`config.mk`:
```
export PLATFORM = sky130hd
export DESIGN_NAME = ula_seq_flat
export DESIGN_NICKNAME = d
export VERILOG_FILES = /design/src/rtl/ula_seq_if.sv /design/src/rtl/ula_seq.sv /design/src/flat_wrapper.sv
export SDC_FILE = /design/constraint.sdc
export NUM_CORES = 1
export LEC_CHECK = 0
export ABC_AREA = 1
export ABC_CLOCK_PERIOD_IN_PS = 5800
export CORE_ASPECT_RATIO = 0.75
export CORE_UTILIZATION = 30
export DETAILED_ROUTE_END_ITERATION = 10
export PLACE_DENSITY = 0.52
export RECOVER_POWER = 25
export SETUP_SLACK_MARGIN = 0.15
export SYNTH_ARGS = -nofsm -noshare
export SYNTH_HDL_FRONTEND = slang
export SYNTH_SLANG_ARGS = --single-unit
```
`constraint.sdc`:
```
create_clock -name clk -period 5.8 [get_ports clk]
set_clock_uncertainty 0.05 [all_clocks]
set_input_delay 0.58 -clock clk [delete_from_list [all_inputs] [get_ports clk]]
set_output_delay 0.58 -clock clk [all_outputs]
set_load 0.005 [all_outputs]
```
`src/rtl/ula_seq_if.sv`:
```
// Operand/result bundle between a requester and the sequential ALU.
// The master drives the request fields; the slave (the ALU) drives status and results.
interface ula_seq_if;
  logic        start;
  logic [31:0] inA;
  logic [31:0] inB;
  logic [3:0]  func;
  logic        busy;
  logic        done;
  logic [31:0] result;
  logic        overflow;
  logic        zero;

  modport master (
    output start, inA, inB, func,
    input  busy, done, result, overflow, zero
  );

  modport slave (
    input  start, inA, inB, func,
    output busy, done, result, overflow, zero
  );
endinterface

```
`src/rtl/ula_seq.sv`:
```
// Sequential 32-bit ALU: one-cycle add/sub/and/or, 32-iteration shift-add multiply
// and restoring divide on operand magnitudes, three-state IDLE/CALC/DONE control.
module ula_seq (
  input  logic      clk,
  input  logic      rst_n,
  ula_seq_if.slave  bus
);

  typedef enum logic [1:0] {IDLE, CALC, DONE} state_t;

  localparam logic [3:0] F_ADD = 4'b0000;
  localparam logic [3:0] F_SUB = 4'b0001;
  localparam logic [3:0] F_MUL = 4'b0010;
  localparam logic [3:0] F_DIV = 4'b0011;
  localparam logic [3:0] F_AND = 4'b0100;
  localparam logic [3:0] F_OR  = 4'b0101;

  state_t      state_q, state_d;
  logic [5:0]  cnt_q, cnt_d;
  logic        is_mul_q, is_mul_d;
  logic        neg_q, neg_d;
  logic [31:0] opnd_q, opnd_d;
  logic [63:0] work_q, work_d;
  logic [31:0] result_q, result_d;
  logic        ovf_q, ovf_d;
  logic        zero_q, zero_d;

  logic [31:0] a_mag, b_mag, sum_ab, diff_ab;
  logic        add_ovf, sub_ovf, div_by_zero, div_min_neg1;
  logic [32:0] mul_sum, div_shift, div_trial;
  logic [63:0] mul_next, div_next, iter_next, mul_signed;
  logic [31:0] quo_signed;
  logic        mul_ovf;

  assign a_mag   = bus.inA[31] ? -bus.inA : bus.inA;
  assign b_mag   = bus.inB[31] ? -bus.inB : bus.inB;
  assign sum_ab  = bus.inA + bus.inB;
  assign diff_ab = bus.inA - bus.inB;
  assign add_ovf = (bus.inA[31] == bus.inB[31]) && (sum_ab[31] != bus.inA[31]);
  assign sub_ovf = (bus.inA[31] != bus.inB[31]) && (diff_ab[31] != bus.inA[31]);
  assign div_by_zero  = (bus.inB == 32'd0);
  assign div_min_neg1 = (bus.inA == 32'h8000_0000) && (bus.inB == 32'hFFFF_FFFF);

  // Multiply: work = {partial_hi, multiplier}; add multiplicand when the LSB is set, then shift right.
  assign mul_sum  = {1'b0, work_q[63:32]} + (work_q[0] ? {1'b0, opnd_q} : 33'd0);
  assign mul_next = {mul_sum, work_q[31:1]};

  // Divide: work = {remainder, dividend/quotient}; quotient bits shift in from the right.
  assign div_shift = {work_q[63:32], work_q[31]};
  assign div_trial = div_shift - {1'b0, opnd_q};
  assign div_next  = div_trial[32] ? {div_shift[31:0], work_q[30:0], 1'b0}
                                   : {div_trial[31:0], work_q[30:0], 1'b1};

  assign iter_next  = is_mul_q ? mul_next : div_next;
  assign mul_signed = neg_q ? -iter_next : iter_next;
  assign quo_signed = neg_q ? -iter_next[31:0] : iter_next[31:0];
  assign mul_ovf    = !((&mul_signed[63:31]) || !(|mul_signed[63:31]));

  always_comb begin
    state_d  = state_q;
    cnt_d    = cnt_q;
    is_mul_d = is_mul_q;
    neg_d    = neg_q;
    opnd_d   = opnd_q;
    work_d   = work_q;
    result_d = result_q;
    ovf_d    = ovf_q;
    zero_d   = zero_q;

    unique case (state_q)
      IDLE: begin
        if (bus.start) begin
          state_d = DONE;
          case (bus.func)
            F_ADD: begin result_d = sum_ab;  ovf_d = add_ovf; end
            F_SUB: begin result_d = diff_ab; ovf_d = sub_ovf; end
            F_AND: begin result_d = bus.inA & bus.inB; ovf_d = 1'b0; end
            F_OR:  begin result_d = bus.inA | bus.inB; ovf_d = 1'b0; end
            F_MUL: begin
              state_d  = CALC;
              cnt_d    = 6'd0;
              is_mul_d = 1'b1;
              neg_d    = bus.inA[31] ^ bus.inB[31];
              opnd_d   = a_mag;
              work_d   = {32'd0, b_mag};
            end
            F_DIV: begin
              if (div_by_zero) begin
                result_d = 32'd0;
                ovf_d    = 1'b1;
              end else if (div_min_neg1) begin
                result_d = 32'h8000_0000;
                ovf_d    = 1'b1;
              end else begin
                state_d  = CALC;
                cnt_d    = 6'd0;
                is_mul_d = 1'b0;
                neg_d    = bus.inA[31] ^ bus.inB[31];
                opnd_d   = b_mag;
                work_d   = {32'd0, a_mag};
              end
            end
            default: begin result_d = 32'd0; ovf_d = 1'b0; end
          endcase
          if (state_d == DONE) zero_d = (result_d == 32'd0);
        end
      end
      CALC: begin
        work_d = iter_next;
        cnt_d  = cnt_q + 6'd1;
        if (cnt_q == 6'd31) begin
          state_d  = DONE;
          result_d = is_mul_q ? mul_signed[31:0] : quo_signed;
          ovf_d    = is_mul_q ? mul_ovf : 1'b0;
          zero_d   = (result_d == 32'd0);
        end
      end
      DONE:    state_d = IDLE;
      default: state_d = IDLE;
    endcase
  end

  always_ff @(posedge clk or negedge rst_n) begin
    if (!rst_n) begin
      state_q  <= IDLE;
      cnt_q    <= 6'd0;
      is_mul_q <= 1'b0;
      neg_q    <= 1'b0;
      opnd_q   <= 32'd0;
      work_q   <= 64'd0;
      result_q <= 32'd0;
      ovf_q    <= 1'b0;
      zero_q   <= 1'b0;
    end else begin
      state_q  <= state_d;
      cnt_q    <= cnt_d;
      is_mul_q <= is_mul_d;
      neg_q    <= neg_d;
      opnd_q   <= opnd_d;
      work_q   <= work_d;
      result_q <= result_d;
      ovf_q    <= ovf_d;
      zero_q   <= zero_d;
    end
  end

  assign bus.busy     = (state_q != IDLE);
  assign bus.done     = (state_q == DONE);
  assign bus.result   = result_q;
  assign bus.overflow = ovf_q;
  assign bus.zero     = zero_q;

endmodule

```
`src/flat_wrapper.sv`:
```
// flat-port wrapper written by rule: the top's interface ports become plain ports
module ula_seq_flat 
  (clk, rst_n, bus_start, bus_inA, bus_inB, bus_func, bus_busy, bus_done, bus_result, bus_overflow, bus_zero);
  ula_seq_if bus_i ();
  input  logic clk;
  input  logic rst_n;
  input wire logic [$bits(bus_i.start)-1:0] bus_start;
  input wire logic [$bits(bus_i.inA)-1:0] bus_inA;
  input wire logic [$bits(bus_i.inB)-1:0] bus_inB;
  input wire logic [$bits(bus_i.func)-1:0] bus_func;
  output wire logic [$bits(bus_i.busy)-1:0] bus_busy;
  output wire logic [$bits(bus_i.done)-1:0] bus_done;
  output wire logic [$bits(bus_i.result)-1:0] bus_result;
  output wire logic [$bits(bus_i.overflow)-1:0] bus_overflow;
  output wire logic [$bits(bus_i.zero)-1:0] bus_zero;
  assign bus_i.start = bus_start;
  assign bus_i.inA = bus_inA;
  assign bus_i.inB = bus_inB;
  assign bus_i.func = bus_func;
  assign bus_busy = bus_i.busy;
  assign bus_done = bus_i.done;
  assign bus_result = bus_i.result;
  assign bus_overflow = bus_i.overflow;
  assign bus_zero = bus_i.zero;
  ula_seq u_core (.clk(clk), .rst_n(rst_n), .bus(bus_i));
endmodule
```
==> results of run 1 <==
area by class of cell:
cell class	instances	share of cell area, %
repair buffers	158	5.98
multi-input cells	2898	63.2
clock buffers	18	1.80
flip-flops and latches	140	14.4
well taps	946	4.86
clock inverters	13	0.683
inverters	591	9.10
state kept, by name (all words and copies together) (netlist names):
signal and count:
u_core.bus.overflow 1, u_core.bus.result 32, u_core.bus.zero 1, u_core.cnt_q 6, u_core.is_mul_q 1, u_core.neg_q 1
u_core.opnd_q 32, u_core.state_q 2, u_core.work_q 64
worst min-delay path, cell delays in order (launching register included):
cell and delay [ns]:
sky130_fd_sc_hd__dfrtp_1 0.37, sky130_fd_sc_hd__nand2_1 0.06, sky130_fd_sc_hd__nand2_1 0.06
routing by layer:
metal / up-vias / wire [µm] / track usage [%]
li1: 12400 / - / -
met5: - / 86 / 0.455
met4: 8 / 1230 / 4.12
met2: 1491 / 40400 / 38.3
met3: 86 / 14200 / 9.16
met1: 12300 / 51100 / 43.7
cell families after synthesis:
group / Yosys count / synth area share, %
AOI/OAI and AO/OA: 712 / 19.2
xor gates and xnor gates: 105 / 4.26
adders and majority gates: 168 / 9.89
buffers and inverters: 716 / 12.7
DFF: 140 / 16.2
and+or+nand+nor: 1913 / 37.8
power by group:
group          switching [mW]  internal [mW]  leakage [nW]  total [mW]
clock                   0.529          0.689         0.289        1.22
sequential              0.516           1.41          1.77        1.93
combinational            7.86           3.17          10.4        11.0
repair_timing:
action / CTS / global route
endpoints found under the setup margin: 0 / 1
endpoints found under the hold margin: 0 / 0
buffers inserted: 0 / 2
resized for setup: 0 / 9
stage by stage:
stage | setup WS [ns] | std cells | power (mW) | area [µm²]
5_1_grt | 0.174 | 4764 | 15.3 | 24400
2_1_floorplan | 1.35 | 3754 | 8.86 | 21600
3_5_place_dp | 0.308 | 4731 | 12.5 | 23700
4_1_cts | 0.237 | 4762 | 13.8 | 24300
6_report | 0.498 | 4764 | 14.2 | 24400
3_3_place_gp | 0.468 | 4731 | 12.6 | 23700
path summary, 6_finish.rpt:
kind                                             from               endpoint  slack, ns  cells after the start
worst max register to register      u_core.opnd_q[18]    u_core.bus.overflow       0.50                     37
worst max-delay path                u_core.opnd_q[18]    u_core.bus.overflow       0.50                     37
max in group asynchronous                       rst_n        u_core.is_mul_q       1.38                      1
worst min-delay path            u_core.bus.result[14]  u_core.bus.result[14]       0.47                      2
worst min register to register  u_core.bus.result[14]  u_core.bus.result[14]       0.47                      2
min in group asynchronous                       rst_n      u_core.work_q[34]       1.60                      1
layout by cell type (no fill, tap or decap), drive strengths merged, types with 4 or more instances in the layout:
cell,Yosys,layout
o21ai,279,279
and2,7,7
o2111ai,21,21
o211ai,12,12
nor4,20,20
o221ai,30,30
nand4,61,61
a21oi,220,220
nand3b,19,19
o21bai,9,9
clkdlybuf4s50,0,105
xor2,96,96
xnor2,9,9
a211oi,5,5
fa,4,4
a22oi,14,14
inv,587,589
a21boi,7,7
or2,25,25
nand2,1022,1022
nor3,54,54
buf,29,52
o21a,14,14
a221oi,15,15
nand3,273,273
clkinv,4,9
a31oi,16,16
dfrtp,140,140
ha,164,164
o31ai,6,6
nor2,427,427
o22ai,52,52
clkbuf,96,19
a21o,5,5
==> results.txt, run 1 <==
The type of origin of the critical path was a flop. Cells with a size suffix above 1 make up 4.71% of the layout. Overall track demand over capacity in global routing: 28.5%. For the worst setup path, the data arrival time is 5.59 ns.

Row generation in the floorplan step produced 84 rows. The run gives 107 mm as the total wire length after detailed routing. The total overflow left after global routing is 0. The congestion estimate from routability-driven global placement came to 1.10. The maximum single-stage delay on the critical path came out at 0.41 ns. The endpoint required time on the critical path was 6.09 ns; the number of synthesized register bits was 140. Registers take 0.00351 mm². The number of buffers on the longest clock path came out at 2.

The count of buffers added on input and output ports is 106. Clock-pin slew was measured on the worst setup and hold paths at 0.07 ns. Broken down by cell family, the worst path's largest delay share belongs to simple AND/OR/NAND/NOR gates. In this run the biggest area consumer among cell types represents 17.4% of the synthesized area. Clock tree synthesis selected as its root buffer the cell sky130_fd_sc_hd__clkbuf_16.

The leakage power of the design was 12.4 nW; the clock latency on the worst-skew pair was 0.48 ns. By startpoint and endpoint, the worst setup path is classified as flop to flop. After filler insertion, the fill cell instance count of the layout stands at 7952.

For the total count of hold-check failures in the final report, the log shows 0. Total standard cell area after synthesis: 0.0216 mm². TritonCTS created 17 clock buffers. Setup repair after global routing left no endpoint under its margin.

Yosys mapped a number of flops with a built-in enable equal to 0. In the routed design, unresolved DRC markers number 0. The count of distinct cell types in the synthesized netlist is 61. The total number of vias was 26300. After detailed routing, the average wire length per cell comes to 22.5 µm. The area overhead of the layout relative to synthesis was 13.0%; the floorplan die area was 0.0730 mm².

The tools report the number of buffers inserted by hold repair at cts as 0. Ranked by total cell area, the synthesized netlist is headed by sky130_fd_sc_hd__nand2_1 17%, sky130_fd_sc_hd__dfrtp_1 16%, sky130_fd_sc_hd__inv_1 10%. Number of warnings issued by yosys: 0.

The die is 234 µm tall. Before antenna repair, the detailed router went through 7 iterations. Final count of negative-setup-slack endpoints: 0. For the pin with the worst max-slew slack, the measured transition is 4.31 ns.

In this run the tightest slew margin relative to its limit is -187%. CTS built an H-tree with a depth of 4. Among all cell types in the netlist, the one instantiated most often is sky130_fd_sc_hd__nand2_1. The number of nets produced by synthesis is 3993, and the count of pins on the block boundary is 107. At the end of the flow, the number of nets in the layout was 4045. The first global-routing pass estimated 155 mm of wire.

For the cell count after synthesis, the log shows 3754. The power density of the placed cells was 582 mW/mm². The kind of path behind the tightest hold check is flop to flop. Share of the yosys chip area belonging to registers: 16.2%. The run gives 140 as the clock net sink count. The number of global-route vias before repair was 23300.

The placeable core area is 0.0706 mm². The largest individual stage delay along the critical path comes from the cell sky130_fd_sc_hd__dfrtp_1. The detail route stage leaves a number of antenna-violating nets equal to 0.

Timing would allow up to 189 MHz. The share of async-settable or async-resettable flops after synthesis works out to 100%. TritonCTS built the clock tree. For this run, the leading register cell type out of synthesis is sky130_fd_sc_hd__dfrtp_1. The number of buffers and inverters on the critical path came out at 3.

The initial antenna violation count was 3. The most common cell type on the critical path is sky130_fd_sc_hd__nand2_1. The worst setup path is captured at a flop.

The run gives 87.0 mm as the post-DP HPWL. The worst supply voltage drop on vdd came out at 0.000271 V. The post-route core utilization is 34.5%, and the synthesized area divided by synthesized cell count is 5.74 µm². The pin count of the biggest net entering global routing is 75. Setup total negative slack on the finished layout was measured at 0 ns. Hold is met by 0.469 ns. In the final layout, the multi-input gates occupy 0.0154 mm². The detailed router finished its first iteration with 3500 violations. Starting utilization of the core area: 30.5%.

In the routed layout, each cell is associated on average with a via count of 5.51. The number of max-cap violations was 1; the die span in x was 312 µm. The worst path uses 91.4% of the clock period. The final reports fail on max-capacitance violations, max-slew violations.

The run finished, with violations left. In this run the worst path has a maximum fanout of 7. After synthesis, the most frequently instantiated cells are 999 x sky130_fd_sc_hd__nand2_1, 575 x sky130_fd_sc_hd__inv_1, 417 x sky130_fd_sc_hd__nor2_1. After layout, the minimum clock period comes to 5.30 ns.

Of all cell types, the one taking the most synthesized area is sky130_fd_sc_hd__nand2_1. 0 antenna diodes ended up in the layout. For the max-slew violation count, the log shows 67.
Power figures use the tool's default switching activity.
==> inputs of run 2 (changes only) <==
- CAP_MARGIN: unset -> 10
==> results of run 2 <==
The final DEF is identical to that of run 1; final timing and power are the same.
